===== src/rtl/mest_pro_v2.sv =====
// Small sequencer that fetches instructions (op,K,A,B), runs a 5-op ALU,
// jumps, calls and returns through a return-address stack, and halts.
// Each instruction takes FETCH+DECODE+EXECUTE (3 cycles min) plus fetch waits.
module mest_pro_v2 #(
  parameter int OP_CODE_SIZE     = 4,
  parameter int DATA_WIDTH       = 8,
  parameter int ROM_DEPTH        = 256,
  parameter int STACK_DEPTH      = 4,
  localparam int PC_W            = $clog2(ROM_DEPTH),
  localparam int INSTRUCTION_SIZE = OP_CODE_SIZE + 3 * DATA_WIDTH
) (
  input  logic                        clk,
  input  logic                        i_reset_n,
  input  logic                        i_start,
  output logic                        o_req,
  output logic [PC_W-1:0]             o_prog_counter,
  input  logic                        i_instr_valid,
  input  logic [INSTRUCTION_SIZE-1:0] i_instruction,
  output logic [DATA_WIDTH-1:0]       o_result,
  output logic                        o_valid_result,
  output logic                        o_carry,
  output logic                        o_zero_flag,
  output logic                        o_all_done,
  output logic                        o_stack_err
);

  // Stack pointer counts entries (0..STACK_DEPTH); the index width addresses
  // the entries themselves.
  localparam int SP_W = $clog2(STACK_DEPTH + 1);
  localparam int SI_W = (STACK_DEPTH > 1) ? $clog2(STACK_DEPTH) : 1;

  localparam logic [OP_CODE_SIZE-1:0] OP_NOP  = OP_CODE_SIZE'(0);
  localparam logic [OP_CODE_SIZE-1:0] OP_ADD  = OP_CODE_SIZE'(1);
  localparam logic [OP_CODE_SIZE-1:0] OP_SUB  = OP_CODE_SIZE'(2);
  localparam logic [OP_CODE_SIZE-1:0] OP_AND  = OP_CODE_SIZE'(3);
  localparam logic [OP_CODE_SIZE-1:0] OP_OR   = OP_CODE_SIZE'(4);
  localparam logic [OP_CODE_SIZE-1:0] OP_XOR  = OP_CODE_SIZE'(5);
  localparam logic [OP_CODE_SIZE-1:0] OP_JMP  = OP_CODE_SIZE'(6);
  localparam logic [OP_CODE_SIZE-1:0] OP_JZ   = OP_CODE_SIZE'(7);
  localparam logic [OP_CODE_SIZE-1:0] OP_CALL = OP_CODE_SIZE'(8);
  localparam logic [OP_CODE_SIZE-1:0] OP_RET  = OP_CODE_SIZE'(9);
  localparam logic [OP_CODE_SIZE-1:0] OP_HALT = OP_CODE_SIZE'(15);

  typedef enum logic [2:0] {
    S_IDLE    = 3'd0,
    S_FETCH   = 3'd1,
    S_DECODE  = 3'd2,
    S_EXECUTE = 3'd3,
    S_DONE    = 3'd4,
    S_ERROR   = 3'd5
  } state_t;

  state_t                      state_q;
  logic [PC_W-1:0]             pc_q;
  logic [SP_W-1:0]             sp_q;
  logic [PC_W-1:0]             stack_q [STACK_DEPTH];
  logic [INSTRUCTION_SIZE-1:0] instr_q;

  // Decoded fields, split out of instr_q during DECODE.
  logic [OP_CODE_SIZE-1:0]     op_q;
  logic [DATA_WIDTH-1:0]       k_q;
  logic [DATA_WIDTH-1:0]       a_q;
  logic [DATA_WIDTH-1:0]       b_q;

  // Registered outputs.
  logic                        req_q;
  logic [DATA_WIDTH-1:0]       result_q;
  logic                        valid_q;
  logic                        carry_q;
  logic                        zero_q;
  logic                        done_q;
  logic                        err_q;

  // Combinational next-value helpers used by EXECUTE.
  logic [PC_W-1:0]             pc_inc_d;
  logic [PC_W-1:0]             k_pc_d;
  logic [DATA_WIDTH:0]         sum_ext_d;
  logic [DATA_WIDTH:0]         diff_ext_d;
  logic [DATA_WIDTH-1:0]       alu_res_d;
  logic                        alu_carry_d;
  logic                        is_alu_d;
  logic                        stack_full_d;
  logic                        stack_empty_d;
  logic [SI_W-1:0]             push_idx_d;
  logic [SI_W-1:0]             top_idx_d;

  // ALU result/carry, sequential and target PC, and stack occupancy tests.
  always_comb begin
    pc_inc_d      = (pc_q == PC_W'(ROM_DEPTH - 1)) ? '0 : pc_q + PC_W'(1);
    k_pc_d        = PC_W'(k_q);
    sum_ext_d     = {1'b0, a_q} + {1'b0, b_q};
    diff_ext_d    = {1'b0, a_q} - {1'b0, b_q};
    alu_res_d     = '0;
    alu_carry_d   = 1'b0;
    is_alu_d      = 1'b1;
    stack_full_d  = (sp_q == SP_W'(STACK_DEPTH));
    stack_empty_d = (sp_q == '0);
    push_idx_d    = SI_W'(sp_q);
    top_idx_d     = SI_W'(sp_q - SP_W'(1));
    case (op_q)
      OP_ADD: begin
        alu_res_d   = sum_ext_d[DATA_WIDTH-1:0];
        alu_carry_d = sum_ext_d[DATA_WIDTH];
      end
      OP_SUB: begin
        // The extra top bit of the widened difference is the unsigned borrow.
        alu_res_d   = diff_ext_d[DATA_WIDTH-1:0];
        alu_carry_d = diff_ext_d[DATA_WIDTH];
      end
      OP_AND:  alu_res_d = a_q & b_q;
      OP_OR:   alu_res_d = a_q | b_q;
      OP_XOR:  alu_res_d = a_q ^ b_q;
      default: is_alu_d  = 1'b0;
    endcase
  end

  // Main sequencer: state, PC, stack and all registered outputs.
  always_ff @(posedge clk or negedge i_reset_n) begin
    if (!i_reset_n) begin
      state_q  <= S_IDLE;
      pc_q     <= '0;
      sp_q     <= '0;
      for (int i = 0; i < STACK_DEPTH; i++) stack_q[i] <= '0;
      instr_q  <= '0;
      op_q     <= '0;
      k_q      <= '0;
      a_q      <= '0;
      b_q      <= '0;
      req_q    <= 1'b0;
      result_q <= '0;
      valid_q  <= 1'b0;
      carry_q  <= 1'b0;
      zero_q   <= 1'b0;
      done_q   <= 1'b0;
      err_q    <= 1'b0;
    end else begin
      // The result strobe is a single-cycle pulse unless EXECUTE re-arms it.
      valid_q <= 1'b0;
      case (state_q)
        S_IDLE: begin
          // Flags and result survive a restart from IDLE.
          if (i_start) begin
            state_q <= S_FETCH;
            pc_q    <= '0;
            sp_q    <= '0;
            req_q   <= 1'b1;
          end
        end

        S_FETCH: begin
          // Request and address stay put until the memory acknowledges.
          if (i_instr_valid) begin
            instr_q <= i_instruction;
            req_q   <= 1'b0;
            state_q <= S_DECODE;
          end
        end

        S_DECODE: begin
          op_q    <= instr_q[INSTRUCTION_SIZE-1 -: OP_CODE_SIZE];
          k_q     <= instr_q[3*DATA_WIDTH-1 -: DATA_WIDTH];
          a_q     <= instr_q[2*DATA_WIDTH-1 -: DATA_WIDTH];
          b_q     <= instr_q[DATA_WIDTH-1:0];
          state_q <= S_EXECUTE;
        end

        S_EXECUTE: begin
          // Default: fall through to the next sequential instruction.
          state_q <= S_FETCH;
          req_q   <= 1'b1;
          pc_q    <= pc_inc_d;
          if (is_alu_d) begin
            result_q <= alu_res_d;
            carry_q  <= alu_carry_d;
            zero_q   <= (alu_res_d == '0);
            valid_q  <= 1'b1;
          end
          case (op_q)
            OP_JMP: pc_q <= k_pc_d;
            OP_JZ: begin
              if (zero_q) pc_q <= k_pc_d;
            end
            OP_CALL: begin
              if (stack_full_d) begin
                state_q <= S_ERROR;
                req_q   <= 1'b0;
                err_q   <= 1'b1;
                pc_q    <= pc_q;
              end else begin
                stack_q[push_idx_d] <= pc_inc_d;
                sp_q                <= sp_q + SP_W'(1);
                pc_q                <= k_pc_d;
              end
            end
            OP_RET: begin
              if (stack_empty_d) begin
                state_q <= S_ERROR;
                req_q   <= 1'b0;
                err_q   <= 1'b1;
                pc_q    <= pc_q;
              end else begin
                pc_q <= stack_q[top_idx_d];
                sp_q <= sp_q - SP_W'(1);
              end
            end
            OP_HALT: begin
              state_q <= S_DONE;
              req_q   <= 1'b0;
              done_q  <= 1'b1;
              pc_q    <= pc_q;
            end
            default: ;
          endcase
        end

        S_DONE, S_ERROR: begin
          // Terminal states hold their status level until a new run starts.
          if (i_start) begin
            state_q <= S_FETCH;
            pc_q    <= '0;
            sp_q    <= '0;
            req_q   <= 1'b1;
            done_q  <= 1'b0;
            err_q   <= 1'b0;
          end
        end

        default: begin
          state_q <= S_IDLE;
          req_q   <= 1'b0;
        end
      endcase
    end
  end

  assign o_req          = req_q;
  assign o_prog_counter = pc_q;
  assign o_result       = result_q;
  assign o_valid_result = valid_q;
  assign o_carry        = carry_q;
  assign o_zero_flag    = zero_q;
  assign o_all_done     = done_q;
  assign o_stack_err    = err_q;

endmodule


===== config.mk =====
export PLATFORM = sky130hd
export DESIGN_NAME = mest_pro_v2
export DESIGN_NICKNAME = d
export VERILOG_FILES = /design/src/rtl/mest_pro_v2.sv
export SDC_FILE = /design/constraint.sdc
export NUM_CORES = 1
export LEC_CHECK = 0
export ABC_CLOCK_PERIOD_IN_PS = 3750
export BUFFER_PORTS_ARGS = -buffer_cell sky130_fd_sc_hd__buf_2
export CAP_MARGIN = 20
export CORE_ASPECT_RATIO = 0.5
export CORE_MARGIN = 3
export CORE_UTILIZATION = 57
export DETAILED_ROUTE_END_ITERATION = 7
export GPL_TIMING_DRIVEN = 0
export PLACE_DENSITY = 0.77
export SLEW_MARGIN = 30
export SYNTH_ARGS = -nofsm -noshare
export SYNTH_HDL_FRONTEND = slang
export SYNTH_SLANG_ARGS = --single-unit

===== constraint.sdc =====
create_clock -name clk -period 3.75 [get_ports clk]
set_input_delay 0.75 -clock clk [delete_from_list [all_inputs] [get_ports clk]]
set_output_delay 0.75 -clock clk [all_outputs]
set_load 0.01 [all_outputs]

== After elaboration in Yosys (flattened, before gate mapping) ==
Cells that the tools add are included.

* Input bits: 32
* Output and inout port bits: 22
* Word-level logic and storage cells: 121
* Bits in registers: 116

* Bitwise operators: 7
* Order comparisons: 3
* $add $sub $neg: 5
* Eq/ne operators: 27
* Reduce and logical (&&, ||, !) cells: 18
* Muxes and demuxes: 42

{| class="wikitable"
|+ Operators by type and width
! operator !! number
|-
| $pmux 8 s5 || 2
|-
| $mux 8 || 8
|-
| $bwmux 32 || 1
|-
| $mux 3 || 7
|-
| $bmux 8 s2 || 1
|-
| $demux 8 s2 || 1
|-
| $eq 4x3->1 const B || 4
|-
| $pmux 8 s2 || 1
|-
| $reduce_and 5->1 || 3
|-
| $eq 4x4->1 const B || 3
|-
| $ne 3x3->1 const B || 4
|-
| $pmux 3 s2 || 2
|-
| $pmux 3 s4 || 1
|-
| $mux 1 || 11
|-
| $add 8x8->9 || 1
|-
| $eq 3x3->1 const B || 3
|-
| $pmux 3 s3 || 1
|-
| $reduce_and 3->1 || 3
|-
| $sub 8x8->9 || 1
|-
| $add 8x1->8 const B || 1
|-
| $and 8x8->8 || 1
|-
| $eq 4x2->1 const B || 2
|-
| $eq 8x8->1 const B || 1
|-
| $logic_not 8->1 || 1
|-
| 24 further kinds || 38
|}

== Depth between registers and ports, before layout ==
Gate-level depths: netlist of the first run.

* Depth after elaboration: 8
* Gate-level depth with buffers: 11
* Depth with buffers taken out: 9

== Worst setup path before layout of the first run ==
OpenSTA, ideal clock, no wires.

* Path type: reg-to-reg
* Start point: register sp_q[0]
* End point: register pc_q[2] (netlist: o_prog_counter[2])
* Library setup time: 0.122 ns
* Period minus slack after synthesis: 2.364 ns
* Arrival: 2.242 ns
* Setup slack: 1.386 ns
* Stages on the path, launching flop included: 12
* Path buffers: 2
* Required time: 3.628 ns
* Path through: dfrtp_1 > buf_6 > inv_1 > ha_1 > ha_1 > or3b_1 > a21oi_1 > o21ai_0 > nor2b_1 > clkbuf_1 > a31o_1 > a32o_1

* Cells in the longest elaborated chain, start to end: 8
* Elaborated cells on any way between the ends: 13
* Those cells by class: add/sub (1); eq/ne (3); mux (6); bitwise (1); reduce/logical (2)

{| class="wikitable"
|+ Ends and longest elaborated chain
! what !! line !! source
|-
| start: declaration || 55 || <nowiki>logic [SP_W-1:0] sp_q;</nowiki>
|-
| start signal: assignment || 191 || <nowiki>sp_q <= sp_q + SP_W'(1);</nowiki>
|-
| start signal: assignment || 203 || <nowiki>sp_q <= sp_q - SP_W'(1);</nowiki>
|-
| $sub 3x1->3 || n/a ||
|-
| $not 2->3 (not written as such) || 202 || <nowiki>pc_q <= stack_q[top_idx_d];</nowiki>
|-
| $bmux 8 s2 || 202 ||
|-
| $mux 8 (not written as such) (2 in a row) || 202 ||
|-
| $mux 8 || 196 || <nowiki>if (stack_empty_d) begin</nowiki>
|-
| $pmux 8 s5 || 178 || <nowiki>case (op_q)</nowiki>
|-
| $pmux 8 s2 || 139 || <nowiki>case (state_q)</nowiki>
|-
| end signal: assignment || 179 || <nowiki>OP_JMP: pc_q <= k_pc_d;</nowiki>
|-
| end signal: assignment || 181 || <nowiki>if (zero_q) pc_q <= k_pc_d;</nowiki>
|-
| end signal: assignment || 202 ||
|-
| end: declaration || 54 || <nowiki>logic [PC_W-1:0] pc_q;</nowiki>
|}

Parallel ways exist; a longest one is shown, timed or not. The select of a mux whose other input is x is not followed.
A chain may end at the register's enable or synchronous reset.

== Worst setup path in the final report of the first run ==
* Start point: register sp_q[0]
* End point: register stack_q[31] (netlist bit)

* Cells in the longest elaborated chain, start to end: 6
* Elaborated cells on any way between the ends: 10
* Those cells by class: order compare (2); eq/ne (1); mux (3); bitwise (2); reduce/logical (2)

{| class="wikitable"
|+ Ends and longest elaborated chain
! what !! line !! source
|-
| $not 2->3 (not written as such) || 190 || <nowiki>stack_q[push_idx_d] <= pc_inc_d;</nowiki>
|-
| $ge 3x3->1 (not written as such) / $lt 3x1->1 (equally long branches) || 190 ||
|-
| $logic_and 1x1->1 (not written as such) || 190 ||
|-
| $mux 8 (not written as such) || 190 ||
|-
| $demux 8 s2 || 190 ||
|-
| $bwmux 32 || 190 ||
|-
| end signal: indexed assignment || 190 ||
|-
| end: declaration || 56 || <nowiki>logic [PC_W-1:0] stack_q [STACK_DEPTH];</nowiki>
|}

Parallel ways exist; a longest one is shown, timed or not.

==> results of run 1 <==
-- power by group --
part	switching (mW)	internal, mW
logic	1.85	1.31
registers	0.361	1.75
clock network	0.650	1.16
total	2.86	4.21
-- sequential cells by signal (all words and copies together) (netlist names) --
register,cells
state_q,3
op_q,4
sp_q,3
o_prog_counter,8
o_zero_flag,1
b_q,8
o_carry,1
o_stack_err,1
a_q,8
o_all_done,1
o_result,8
instr_q,28
o_req,1
stack_q,32
k_pc_d,8
o_valid_result,1
-- layer usage --
layer | share of wire (%) | vias to the layer above | wire [µm] | global-route usage [%]
li1 | - | 2400 | - | -
met1 | 45 | 2589 | 7180 | 35.5
met2 | 47 | 215 | 7610 | 44.5
met3 | 6.7 | 33 | 1080 | 6.81
met4 | 1.6 | 0 | 263 | 10.2
met5 | 0 | - | 0 | 0
-- Yosys cell counts, drive strengths merged (3+ instances only) --
cell type,count
dfrtp,116
buf,21
clkbuf,13
a22oi,6
a21oi,22
nor3,10
nor2,24
o31ai,6
a211o,3
xor2,6
nor4,4
a31oi,3
o22ai,5
mux2,47
ha,31
o32ai,3
nor4b,3
a22o,4
nand2,86
nor3b,4
mux4,8
xnor2,4
o211ai,6
o21a,4
o21ai,71
a221oi,3
o21bai,3
and4,3
a32o,4
nand3b,3
inv,29
a21o,7
nor2b,8
nand3,7
-- critical path, delay by kind of cell (launching register included) --
kind,cells,cell delay (ns)
simple gates,3,1.13
compound gates,1,0.10
flops,1,0.40
fa+ha+maj,2,0.48
buf+inv,3,0.60
-- how the worst max path moves through the flow --
| stage | from | end | slack (ns) | cells past startpoint |
|---|---|---|---|---|
| detailed placement | sp_q[0]$_DFFE_PN0P_ | stack_q[31]$_DFFE_PN0P_ | 0.96 | 9 |
| CTS | sp_q[0]$_DFFE_PN0P_ | stack_q[31]$_DFFE_PN0P_ | 0.94 | 9 |
| global placement | i_reset_n | b_q[1]$_DFFE_PN0P_ | 0.54 | 1 |
| global route | sp_q[0]$_DFFE_PN0P_ | stack_q[7]$_DFFE_PN0P_ | 0.72 | 9 |
| finish | sp_q[0]$_DFFE_PN0P_ | stack_q[31]$_DFFE_PN0P_ | 0.89 | 9 |
| floorplan | sp_q[0]$_DFFE_PN0P_ | o_prog_counter[2]$_DFFE_PN0P_ | 1.39 | 11 |
-- logic make-up after synthesis --
logic type / share of synthesized area, %
AO/OA/AOI/OAI: 17.6
AND/OR/NAND/NOR: 13.1
flip-flops: 45.2
buffers and inverters: 4.57
multiplexers: 11.6
adder cells (fa/ha/maj): 6.66
XOR/XNOR: 1.36
-- cell usage in the layout (no fill, tap or decap), drive strengths merged, types with 4 or more instances in the layout --
master  count
a21o        7
a21oi      22
a22o        4
a22oi       6
a32o        4
buf        75
bufinv      4
clkbuf     32
clkinv      5
dfrtp     116
ha         31
inv        32
mux2       47
mux4        8
nand2      86
nand3       7
nor2       24
nor2b       8
nor3       10
nor3b       4
nor4        4
o211ai      6
o21a        4
o21ai      71
o22ai       5
o31ai       6
xnor2       4
xor2        6
-- metrics by stage --
step	util (%)	power, mW	worst slack [ns]	instances
after global routing	71.5	7.50	0.724	847
after detailed placement	65.3	5.15	0.957	815
final	71.5	7.07	0.893	847
after global placement	65.0	5.06	0.538	814
after CTS	71.5	7.01	0.939	847
after floorplan	-	4.29	1.39	621
-- area by class of cell --
type | instances | area, µm² | area share, %
repair buffers | 54 | 303 | 4.00
clock inverters | 13 | 196 | 2.60
plain buffers | 34 | 181 | 2.40
multi-input cells | 441 | 3240 | 42.8
inverters | 30 | 113 | 1.49
clock buffers | 19 | 453 | 5.99
flip-flops and latches | 116 | 2900 | 38.4
well taps | 140 | 175 | 2.32
==> metrics, run 1 <==
first-pass GRT wire length=26600 µm; Final Cell Area=7560 µm²; DP HPWL=11100 µm; Max stage delay on crit path=0.65 ns; CTS HTree Levels=4; Die Span Y=81.1 µm; Post-CTS Hold Buffers=0; RSZ-0062 raised after global routing=no; status=completed; CTS Buffer Depth=2; CTS Buf Count=17; ys async rst share=100%; hold crit path type=in -> async; DRT Wirelength=16100 µm; Setup Buffers After CTS=0; EDFF count, synth=0; Initial Utilization=60.8%; CTS resizes=0; WHS=0.227 ns; largest area contributor in the netlist=dfrtp_1; Seq cells post-synth=116; crit path DAT=3.14 ns; Area Growth Syn to Fin=17.6%; flop2flop setup slack=0.89 ns; Die ar.=12700 µm²; Clock Skew=0.00953 ns; Worst setup EP type=register; Final min period=2.86 ns; vias in the first global route=5204; Pleak=3.48 nW; launching element type of the critical path=register; Std-Cell Rows=26; Crit path required time=4.03 ns; PD cells=935 nW/µm²; first-iteration detailed-routing DRC count=507; largest net degree at the start of global routing=67; Die X=156 µm; Clock transition at path regs=0.06 ns; # fillers=779; root buffer cell=clkbuf_16; CTS Sinks=116; Max Slew Vio Count=0; ratio of cells with drive above 1 in the final layout=23.5%; worst-margin pin slew=0.883 ns; Crit-path slowest cell=nor4_1; Crit Path Max Fanout=10; core area=10600 µm²; final worst-path cycle share=76.2%; Peak VDD IR=0.404 mV; total standard cell area after synthesis=6430 µm²; DR DRC count=0; Avg Inst Size Synth=10.4 µm²; Max-cap violations=0; GP Congestion=0.895; Worst-Skew Late Latency=0.43 ns; cell-by-cell trace of the critical path=buf_6 -> inv_1 -> ha_1 -> ha_1 -> nor4_1 -> nand2_1 -> clkbuf_1 -> nand2_1 -> o21ai_0; Vias=5237; setup TNS=0 ns; DR WL/cell=19.1 µm; drt first pass iters=7; Routed Antenna Nets=0; diode count=0; top-area cell type share of the netlist area=45.2%; Post-DP Area=6910 µm²; Tot GR Track Use=27.2%; dominant cells by area after synthesis=dfrtp_1 (45%), mux2_2 (8.2%), ha_1 (6.0%); Seq/Total Area, Yosys=45.2%; Top-Level Pins=54; FMAX=0.350 GHz; # nets final=759; grt ovf=0; max_slew headroom=41.1%; crit path kind=reg -> reg; Reg2Reg Depth=9; final count of negative-setup-slack endpoints=0; ys flop type=dfrtp_1; input/output buffers=53; initial antenna violation count=0; post-DR vias/cell=6.18; Syn Inst Count=621; RR Endpoint=stack_q[31]$_DFFE_PN0P_; Worst R2R Start=sp_q[0]$_DFFE_PN0P_; synthesized net count=686; synth warn=0; Netlist cell types=75; CTS tree=done; final hold viol count=0
Note: power is estimated with default switching activity, not from simulation.
==> inputs of run 2 (changes only) <==
--- a/config.mk
+++ b/config.mk
@@ -5,15 +5,15 @@
 export SDC_FILE = /design/constraint.sdc
 export NUM_CORES = 1
 export LEC_CHECK = 0
-export ABC_CLOCK_PERIOD_IN_PS = 3750
+export ABC_CLOCK_PERIOD_IN_PS = 2500
 export BUFFER_PORTS_ARGS = -buffer_cell sky130_fd_sc_hd__buf_2
 export CAP_MARGIN = 20
 export CORE_ASPECT_RATIO = 0.5
 export CORE_MARGIN = 3
-export CORE_UTILIZATION = 57
+export CORE_UTILIZATION = 54
 export DETAILED_ROUTE_END_ITERATION = 7
 export GPL_TIMING_DRIVEN = 0
-export PLACE_DENSITY = 0.77
+export PLACE_DENSITY = 0.76
 export SLEW_MARGIN = 30
 export SYNTH_ARGS = -nofsm -noshare
 export SYNTH_HDL_FRONTEND = slang
==> constraint.sdc (replaced) <==
create_clock -name clk -period 2.5 [get_ports clk]
set_input_delay 0.5 -clock clk [delete_from_list [all_inputs] [get_ports clk]]
set_output_delay 0.5 -clock clk [all_outputs]
set_load 0.01 [all_outputs]
==> run 2 against run 1 <==
  * Die area grew 5.2%
  * Critical path depth did not move
  * Combinational power grew 63%
  * Flip-flop and latch count did not move
  * First-iteration DRC count shrank 8.5%
  * Core utilization decreased by 2.2 points
  * Routed wire length rose by 2.7%
  * Non-clock buffer count up 8
  * Design area is 3.4% higher
  * Highest routed layer unchanged
==> metrics, run 2 (synthesized netlist as in run 1, its figures left out) <==
Crit-path slowest cell=dfrtp_1; commonest non-fill, non-tap cell in the layout=dfrtp_1; Reg with most FFs=stack_q; Initial Utilization=57.0%; Tot GR Track Use=25.3%; hold crit path type=in -> reg; PD cells=1430 nW/µm²; CTS tree=done; Post-Layout Cell Count=874; worst-margin pin slew=0.865 ns; post-DR vias/cell=5.96; Crit path required time=2.81 ns; Hold EP=state_q[2]$_DFFE_PN0P_; root buffer cell=clkbuf_16; # fillers=871; max reg flops=32; Vias=5206; Std-Cell Rows=27; DR WL/cell=19.0 µm; grt ovf=0; # nets final=767; top flop regs=stack_q: 32 flops, instr_q: 28 flops; register area=2900 µm²; first-iteration detailed-routing DRC count=464; Worst R2R Start=sp_q[0]$_DFFE_PN0P_; drt first pass iters=5; Clock transition at path regs=0.06 ns; Max-cap violations=0; launching element type of the critical path=register; status=completed; Final WS setup=0.0653 ns; Crit Path Max Fanout=9; FMAX=0.411 GHz; DP HPWL=10900 µm; DP Worst Slack=-0.255 ns; crit path kind=reg -> reg; Worst setup EP type=register; DRT Wirelength=16600 µm; input/output buffers=53; Die ar.=13300 µm²; CTS Sinks=116; final count of negative-setup-slack endpoints=0; RR Endpoint=o_prog_counter[2]$_DFFE_PN0P_; first-pass GRT wire length=27100 µm; DR DRC count=0; Top-Level Pins=54; Hold Crit Start=i_start; crit path DAT=2.74 ns; largest net degree at the start of global routing=88; area of the multi-input gates=3350 µm²; max_slew headroom=42.1%; flop2flop setup slack=0.07 ns; Top cell by count, worst path=buf_6; Max Slew Vio Count=0; cell-by-cell trace of the critical path=buf_6 -> inv_2 -> ha_2 -> buf_6 -> mux4_2 -> and2_0 -> a2111o_1 -> a31o_1 -> a32o_1; core area=11300 µm²; CP Launch Point=sp_q[0]$_DFFE_PN0P_; Final min period=2.43 ns; Die Span Y=83.1 µm; total power=11.2 mW; final hold viol count=0; worst hold path depth=2; final worst-path cycle share=97.4%; CTS Buf Count=17; Die X=160 µm; Routed Antenna Nets=0; DP Cell Count=834; Pleak=3.57 nW; CTS Buffer Depth=2; Reg2Reg Depth=9; initial antenna violation count=0; Worst-Skew Late Latency=0.43 ns; Final Cell Area=7820 µm²; Post-DP Area=6930 µm²; Clock Skew=0.0107 ns; Area Growth Syn to Fin=21.6%; CTS HTree Levels=4; vias in the first global route=5345; Peak VDD IR=0.709 mV; GP Congestion=0.943; ratio of cells with drive above 1 in the final layout=27.7%; diode count=0; most frequent cells in the layout=dfrtp_1 (116), nand2_1 (86), o21ai_0 (70); Max stage delay on crit path=0.39 ns
-- run 2: report_power, final --
part	switching (mW)	internal, mW
sequential	0.543	2.62
clock	0.972	1.91
combinational	2.91	2.22
total	4.42	6.75
-- run 2: area by class of cell --
type                    instances  share of cell area [%]
clock inverters                14                    3.15
multi-input cells             441                    42.8
well taps                     159                    2.54
repair buffers                 64                    4.86
plain buffers                  32                    2.45
clock buffers                  18                    5.62
flip-flops and latches        116                    37.1
inverters                      30                    1.44
-- run 2: worst max-delay path by stage --
stage | to | slack [ns] | cells past startpoint
after CTS | o_prog_counter[2]$_DFFE_PN0P_ | 0.007 | 9
after detailed placement | stack_q[28]$_DFFE_PN0P_ | -0.25 | 9
after floorplan | o_prog_counter[2]$_DFFE_PN0P_ | 0.14 | 11
final | o_prog_counter[2]$_DFFE_PN0P_ | 0.07 | 9
after global routing | o_zero_flag$_DFFE_PN0P_ | -0.05 | 9
after global placement | stack_q[11]$_DFFE_PN0P_ | -0.46 | 1
-- run 2: per-layer routing --
layer	wire length (µm)	track usage, %	vias to the layer above
met5	0	0	-
met4	325	8.74	0
met3	863	4.88	34
met2	8000	41.7	185
met1	7390	33.8	2571
li1	-	-	2416
-- run 2: critical path, delay by kind of cell (launching register included) --
family / cells / cell delay (ns)
adder cells (fa/ha/maj): 1 / 0.28
flip-flops: 1 / 0.39
AND/OR/NAND/NOR: 1 / 0.18
multiplexers: 1 / 0.30
buffers and inverters: 3 / 0.34
AO/OA/AOI/OAI: 3 / 0.80
-- run 2: metrics by stage --
stage	hold WS, ns	util, %	TNS (ns)
2_1_floorplan	0.204	-	0
3_3_place_gp	0.448	61.1	-55.22
3_5_place_dp	0.372	61.4	-6.45
4_1_cts	0.303	67.9	0
5_1_grt	0.307	69.3	-0.0475
6_report	0.299	69.3	0
-- run 2: what timing repair did --
action                                 4_1_cts  5_1_grt
endpoints found under the hold margin       29        0
pin swaps                                    1        6
hold buffers                                 1        0
buffers inserted                             2        7
setup endpoints to repair                   37        8
gates resized for setup                      6       28
